<file path="config.mk">
export PLATFORM = sky130hd
export DESIGN_NAME = mips_fetch_stage
export DESIGN_NICKNAME = d
export VERILOG_FILES = /design/src/rtl/mips_fetch_stage.sv
export SDC_FILE = /design/constraint.sdc
export NUM_CORES = 1
export LEC_CHECK = 0
export ABC_AREA = 1
export BUFFER_PORTS_ARGS = -buffer_cell sky130_fd_sc_hd__buf_2
export CAP_MARGIN = 20
export CORE_ASPECT_RATIO = 1.75
export CORE_MARGIN = 5
export CORE_UTILIZATION = 30
export CTS_BUF_LIST = sky130_fd_sc_hd__clkbuf_2
export DETAILED_ROUTE_END_ITERATION = 8
export PLACE_DENSITY = 0.5
export SLEW_MARGIN = 40
export SYNTH_ARGS = -nofsm -noshare
export SYNTH_HDL_FRONTEND = slang
export SYNTH_SLANG_ARGS = --single-unit
</file>
<file path="constraint.sdc">
create_clock -name clk -period 4.4 [get_ports clk]
set_input_delay 0.22 -clock clk [delete_from_list [all_inputs] [get_ports clk]]
set_output_delay 0.22 -clock clk [all_outputs]
set_load 0.01 [all_outputs]
</file>
<file path="src/rtl/mips_fetch_stage.sv">
// mips_fetch_stage
//   Instruction-fetch stage of the pipelined MIPS core. It owns the PC and
//   drives the instruction-memory address. It registers the fetched word and
//   PC+4 into the IF/ID register. It applies jump/branch redirects and the
//   hazard unit's stall and flush controls. It also counts the instructions
//   accepted into IF/ID.
//
// Ports
//   clk, rst          core clock (rising edge), async active-high reset
//   instr_f           word read combinationally from imem at pc_f
//   stall_f           hold PC
//   stall_d           hold IF/ID register
//   flush_d           clear IF/ID to a bubble (wins over stall_d)
//   branch_taken_d    decode resolved a taken branch to pc_branch_d
//   pc_branch_d       branch target
//   jump_d            decode holds j/jal; target built from instr_d/pc_plus4_d
//   pc_f              current PC / imem address
//   instr_d           IF/ID instruction
//   pc_plus4_d        IF/ID PC+4
//   valid_d           instr_d is a real fetch, not a bubble
//   fetch_count       instructions accepted into IF/ID (wraps at 2^32)
//   misalign_err      sticky: a taken branch target had bits [1:0] != 0
module mips_fetch_stage #(
  parameter logic [31:0] RESET_PC  = 32'h0000_0000,
  parameter logic [31:0] NOP_INSTR = 32'h0000_0000
) (
  input  logic        clk,
  input  logic        rst,
  input  logic [31:0] instr_f,
  input  logic        stall_f,
  input  logic        stall_d,
  input  logic        flush_d,
  input  logic        branch_taken_d,
  input  logic [31:0] pc_branch_d,
  input  logic        jump_d,
  output logic [31:0] pc_f,
  output logic [31:0] instr_d,
  output logic [31:0] pc_plus4_d,
  output logic        valid_d,
  output logic [31:0] fetch_count,
  output logic        misalign_err
);

  logic [31:0] pc_q, pc_d;
  logic [31:0] instr_q, instr_d_n;
  logic [31:0] pc_plus4_q, pc_plus4_n;
  logic        valid_q, valid_n;
  logic [31:0] fetch_count_q, fetch_count_d;
  logic        misalign_q, misalign_d;
  logic [31:0] pc_plus4_f;

  assign pc_plus4_f = pc_q + 32'd4;

  // Next-PC select. A stalled fetch ignores redirects: the hazard unit keeps
  // them asserted until decode is released. The jump target comes from the
  // IF/ID register, so it has no combinational input path.
  always_comb begin
    pc_d       = pc_plus4_f;
    misalign_d = misalign_q;
    if (stall_f) begin
      pc_d = pc_q;
    end else if (jump_d) begin
      pc_d = {pc_plus4_q[31:28], instr_q[25:0], 2'b00};
    end else if (branch_taken_d) begin
      pc_d = {pc_branch_d[31:2], 2'b00};
      if (pc_branch_d[1:0] != 2'b00) misalign_d = 1'b1;
    end
  end

  // IF/ID register: flush beats stall, and only a real load is counted.
  always_comb begin
    instr_d_n     = instr_q;
    pc_plus4_n    = pc_plus4_q;
    valid_n       = valid_q;
    fetch_count_d = fetch_count_q;
    if (flush_d) begin
      instr_d_n  = NOP_INSTR;
      pc_plus4_n = 32'd0;
      valid_n    = 1'b0;
    end else if (!stall_d) begin
      instr_d_n     = instr_f;
      pc_plus4_n    = pc_plus4_f;
      valid_n       = 1'b1;
      fetch_count_d = fetch_count_q + 32'd1;
    end
  end

  always_ff @(posedge clk or posedge rst) begin
    if (rst) begin
      pc_q          <= RESET_PC;
      instr_q       <= NOP_INSTR;
      pc_plus4_q    <= 32'd0;
      valid_q       <= 1'b0;
      fetch_count_q <= 32'd0;
      misalign_q    <= 1'b0;
    end else begin
      pc_q          <= pc_d;
      instr_q       <= instr_d_n;
      pc_plus4_q    <= pc_plus4_n;
      valid_q       <= valid_n;
      fetch_count_q <= fetch_count_d;
      misalign_q    <= misalign_d;
    end
  end

  assign pc_f         = pc_q;
  assign instr_d      = instr_q;
  assign pc_plus4_d   = pc_plus4_q;
  assign valid_d      = valid_q;
  assign fetch_count  = fetch_count_q;
  assign misalign_err = misalign_q;

endmodule

</file>
# Yosys cells after proc, flatten, opt, wreduce, memory -nomap -nowiden
# Index checks and enable logic that the tools add are counted.
dict set report word_totals {
  register_bits 130
  elab_cells 24
}
dict set report op_classes {
  add_sub_neg 2
  eq_ne 1
  muxes 8
  bitwise_logic 4
  reduce_logical 3
}
# op n
set op_table {}
lappend op_table {{32-bit 2-to-1 mux} 6}
lappend op_table {{32-bit by 1-bit adder with 32-bit output, second input constant} 1}
lappend op_table {{32-bit by 3-bit adder with 32-bit output, second input constant} 1}
lappend op_table {{1-bit NOT} 4}
lappend op_table {{4-bit AND reduction} 1}
lappend op_table {{1-bit 2-to-1 mux} 2}
lappend op_table {{2-bit by 1-bit != test with 1-bit output, second input constant} 1}
lappend op_table {{2-bit AND reduction} 1}
lappend op_table {{2-bit nonzero test} 1}

# Longest topological paths before layout
dict set report depth {
  depth_word 3
  depth_mapped 10
  depth_no_buf 10
}

# Worst setup path after synthesis
# No wires, ideal clock.
dict set report synth_path {
  path_type {register -> register}
  start {register fetch_count_q[0], in the netlist fetch_count[0]}
  end {register fetch_count_q[26], in the netlist fetch_count[26]}
  arrival_ns 1.446
  t_required_ns 4.283
  path_slack_ns 2.837
  stages_incl_launch_ff 11
  n_path_buf 0
  synth_period_minus_slack_ns 1.563
  path_cell_list {dfrtp_1 > ha_1 > nand3_1 > nor2_1 > nand3_1 > nor2_4 > nand2_1 > nor2_2 > nand2_1 > nand2_1 > nand2_1}
}
dict set report synth_between {
  elab_chain_len 1
}
# element line_no
set synth_lines {}
lappend synth_lines {{start: declaration} 48} ;# logic [31:0] fetch_count_q, fetch_count_d;
lappend synth_lines {{start signal: assignment} 101} ;# fetch_count_q <= fetch_count_d;
lappend synth_lines {{32-bit by 1-bit adder with 32-bit output} 84} ;# fetch_count_d = fetch_count_q + 32'd1;
# Every way passes these cells.
# A chain may end at the register's enable or synchronous reset.

# Worst setup path after layout
dict set report layout_path {
  start {register pc_q[2], in the netlist pc_f[2]}
  end {register pc_q[3], in the netlist pc_f[3]}
}
dict set report layout_between {
  elab_chain_len 3
}
# element line_no
set layout_lines {}
lappend layout_lines {{start: declaration} 44} ;# logic [31:0] pc_q, pc_d;
lappend layout_lines {{start signal: assignment} 97} ;# pc_q <= pc_d;
lappend layout_lines {{32-bit by 3-bit adder with 32-bit output} 52} ;# assign pc_plus4_f = pc_q + 32'd4;
lappend layout_lines {{32-bit 2-to-1 mux} 64} ;# end else if (branch_taken_d) begin
lappend layout_lines {{32-bit 2-to-1 mux} 62} ;# end else if (jump_d) begin
# Every way passes these cells.

==> flow_summary.json <==
{
  "worstPathArrival_ns": 2.89,
  "synth.avg_cell_area_um2": 8.26,
  "worstSkewPairLatency_ns": 0.73,
  "path_class": "reg -> reg",
  "placed_cell_area_um2": 7920,
  "synth_area_leader_cell": "dfrtp_1",
  "layout.nets": 1143,
  "clk_pin_slew_worst_paths_ns": 0.19,
  "yosys.cell_count.top_type": "nand2_1",
  "nFillCells": 2252,
  "hold_violations": 0,
  "critPathLaunchType": "flop",
  "syn_inst": 798,
  "grt.total_usage_pct": 19.7,
  "r2r_setup_slack_ns": 2.14,
  "ys_warn_count": 0,
  "syn_to_final_growth_pct": 35.7,
  "gp_congestion": 0.874,
  "num_vias": 6483,
  "yosysTopAreaCellShare_pct": 48.2,
  "post-route-min-period_ns": 2.26,
  "start_util_pct": 30.5,
  "grt_pass1_wl_um": 37700,
  "synthArstFlopShare_pct": 100,
  "postLayoutCellArea_um2": 8940,
  "boundaryPins": 201,
  "cp.required_ns": 5.03,
  "hp-class": "in -> async",
  "setup-tns-final_ns": 0,
  "period_share_pct": 51.4,
  "cts_resized": 0,
  "antenna_found_initial": 1,
  "yosysSeqAreaShare_pct": 48.2,
  "cp-startpoint": "pc_f[2]",
  "ys.flop_type": "dfrtp_1",
  "dpl.hpwl_um": 17400,
  "reg2reg_from": "pc_f[2]",
  "ant_nets": 0,
  "fp-row-count": 71,
  "port_buffers": 198,
  "vias_per_cell": 4.71,
  "die_h_um": 206,
  "drtIter0Drc": 319,
  "ys_top_cells_by_area": "dfrtp_1 48%, nand2_1 16%, nor2_1 5.1%, a22o_1 4.5%, a221oi_1 2.8%",
  "htreeDepth": 4,
  "die-area_um2": 25100,
  "ys_ff_latch": 127,
  "peakVddDrop_mv": 0.234,
  "setup_viol": 0,
  "die_x_um": 122,
  "clock-root-buffer": "clkbuf_2",
  "cts_buffer_depth": 2,
  "grt_overflow": 0,
  "clock-sinks": 127,
  "core_um2": 21600,
  "drt_first_pass_iters": 4,
  "timing.final.max_slew_violations": 0,
  "grt_pass1_vias": 6860,
  "skew_ns": 0.0451,
  "syn_area_um2": 6590,
  "cts_tree": "yes",
  "drive_above_1_share_pct": 25.3,
  "outcome": "finished clean",
  "relSlewSlack_pct": 49.5,
  "yosysUniqueCellTypes": 38,
  "p_per_area_nw_per_um2": 301,
  "synth_common_cells": "283 x nand2_1, 127 x dfrtp_1, 90 x nor2_1",
  "worst_slew_pin_slew_ns": 0.757,
  "p_leak_nw": 4.62,
  "synth_edf_count": 0,
  "grt_setup_unrepaired": "false",
  "fmax_ghz": 0.442,
  "avgRoutedWirePerCell_um": 17.4,
  "drc": 0,
  "grt_max_degree": 95,
  "cts_made_buffers": 17,
  "cp-end-kind": "flop",
  "timing.max_cap.violations": 0,
  "finalWirelength_um": 23900,
  "cp_max_fo": 6
}
==> registers in the layout (all words and copies together) (netlist names) <==
| name | count |
|---|---|
| pc_plus4_d | 31 |
| valid_d | 1 |
| pc_f | 30 |
| instr_d | 32 |
| fetch_count | 32 |
| misalign_err | 1 |
==> per-layer routing <==
metal  track usage (%)  vias to the layer above  wire length [um]
met5                 0                        -                 0
met4              9.17                        0               961
met3              4.98                       47              1260
met2              36.4                      180             12900
met1              20.7                     3114              8800
li1                  -                     3142                 -
==> final timing paths <==
check,endpoint,depth (start not counted)
max reg2reg,pc_f[3],5
min in group clk,pc_f[30],5
min,fetch_count[31],3
max,pc_f[3],5
max in group asynchronous,fetch_count[1],4
min reg2reg,pc_plus4_d[25],2
==> cell usage in the layout (no fill, tap or decap), drive strengths merged <==
| master | n |
|---|---|
| inv | 52 |
| nand3 | 20 |
| conb | 2 |
| nor3 | 7 |
| dlygate4sd3 | 80 |
| and2 | 1 |
| xnor2 | 12 |
| xor2 | 23 |
| a221oi | 21 |
| and3 | 1 |
| ha | 2 |
| nand2 | 290 |
| nand3b | 12 |
| dfrtp | 127 |
| nor2 | 106 |
| nand4 | 8 |
| o21ai | 7 |
| clkinv | 9 |
| bufinv | 2 |
| clkbuf | 19 |
| a31oi | 5 |
| o21bai | 2 |
| clkinvlp | 3 |
| buf | 204 |
| o221ai | 2 |
| diode | 1 |
| a32oi | 2 |
| a21oi | 30 |
| a22o | 34 |
==> logic make-up (layout without fill, tap and decap cells) <==
logic type | count (synthesis) | count (layout) | synth area share [%]
buffers and inverters | 85 | 369 | 5.17
XOR/XNOR | 35 | 35 | 5.22
other | 1 | 3 | 0.0569
AND/OR/NAND/NOR | 445 | 445 | 29.5
flip-flops | 127 | 127 | 48.2
AO/OA/AOI/OAI | 103 | 103 | 11.4
adder cells (fa/ha/maj) | 2 | 2 | 0.380
==> report_power, final <==
group | switching (mW) | internal [mW] | total [mW]
clock | 0.464 | 0.255 | 0.719
combinational | 0.327 | 0.255 | 0.581
sequential | 0.124 | 1.26 | 1.39
==> stage by stage <==
step	power [mW]	setup slack [ns]	utilization (%)	instances	hold slack, ns
finish	2.69	2.14	41.4	1376	0.121
global route	2.86	1.97	41.4	1376	0.0637
CTS	2.73	2.14	41.4	1375	0.0232
detailed placement	1.94	2.35	36.7	1263	0.390
global placement	1.93	2.26	36.4	1261	0.429
floorplan	1.68	0.796	-	799	0.286
==> area by class of cell <==
| type | count | area (um2) | area share, % |
|---|---|---|---|
| Sequential cell | 127 | 3180 | 35.5 |
| Multi-Input combinational cell | 587 | 3090 | 34.6 |
| Timing Repair Buffer | 284 | 1880 | 21.0 |
| Tap cell | 292 | 365 | 4.09 |
| Inverter | 53 | 206 | 2.31 |
| Clock inverter | 13 | 123 | 1.37 |
| Clock buffer | 19 | 95.1 | 1.06 |
| Antenna cell | 1 | 2.50 | 0.0280 |
==> worst max-delay path, stage by stage, from the launching register on <==
cell           delay [ns]
dfrtp_1              0.51
ha_1                 0.35
o221ai_1             0.16
dlygate4sd3_1        0.58
nand2_1              0.04
dlygate4sd3_1        0.54
==> what timing repair did <==
item                                   CTS  global route
setup endpoints to repair                0             0
setup buffers                            0             0
hold buffers                            80             0
endpoints found under the hold margin  175             0
(Power assumes the default switching activity.)
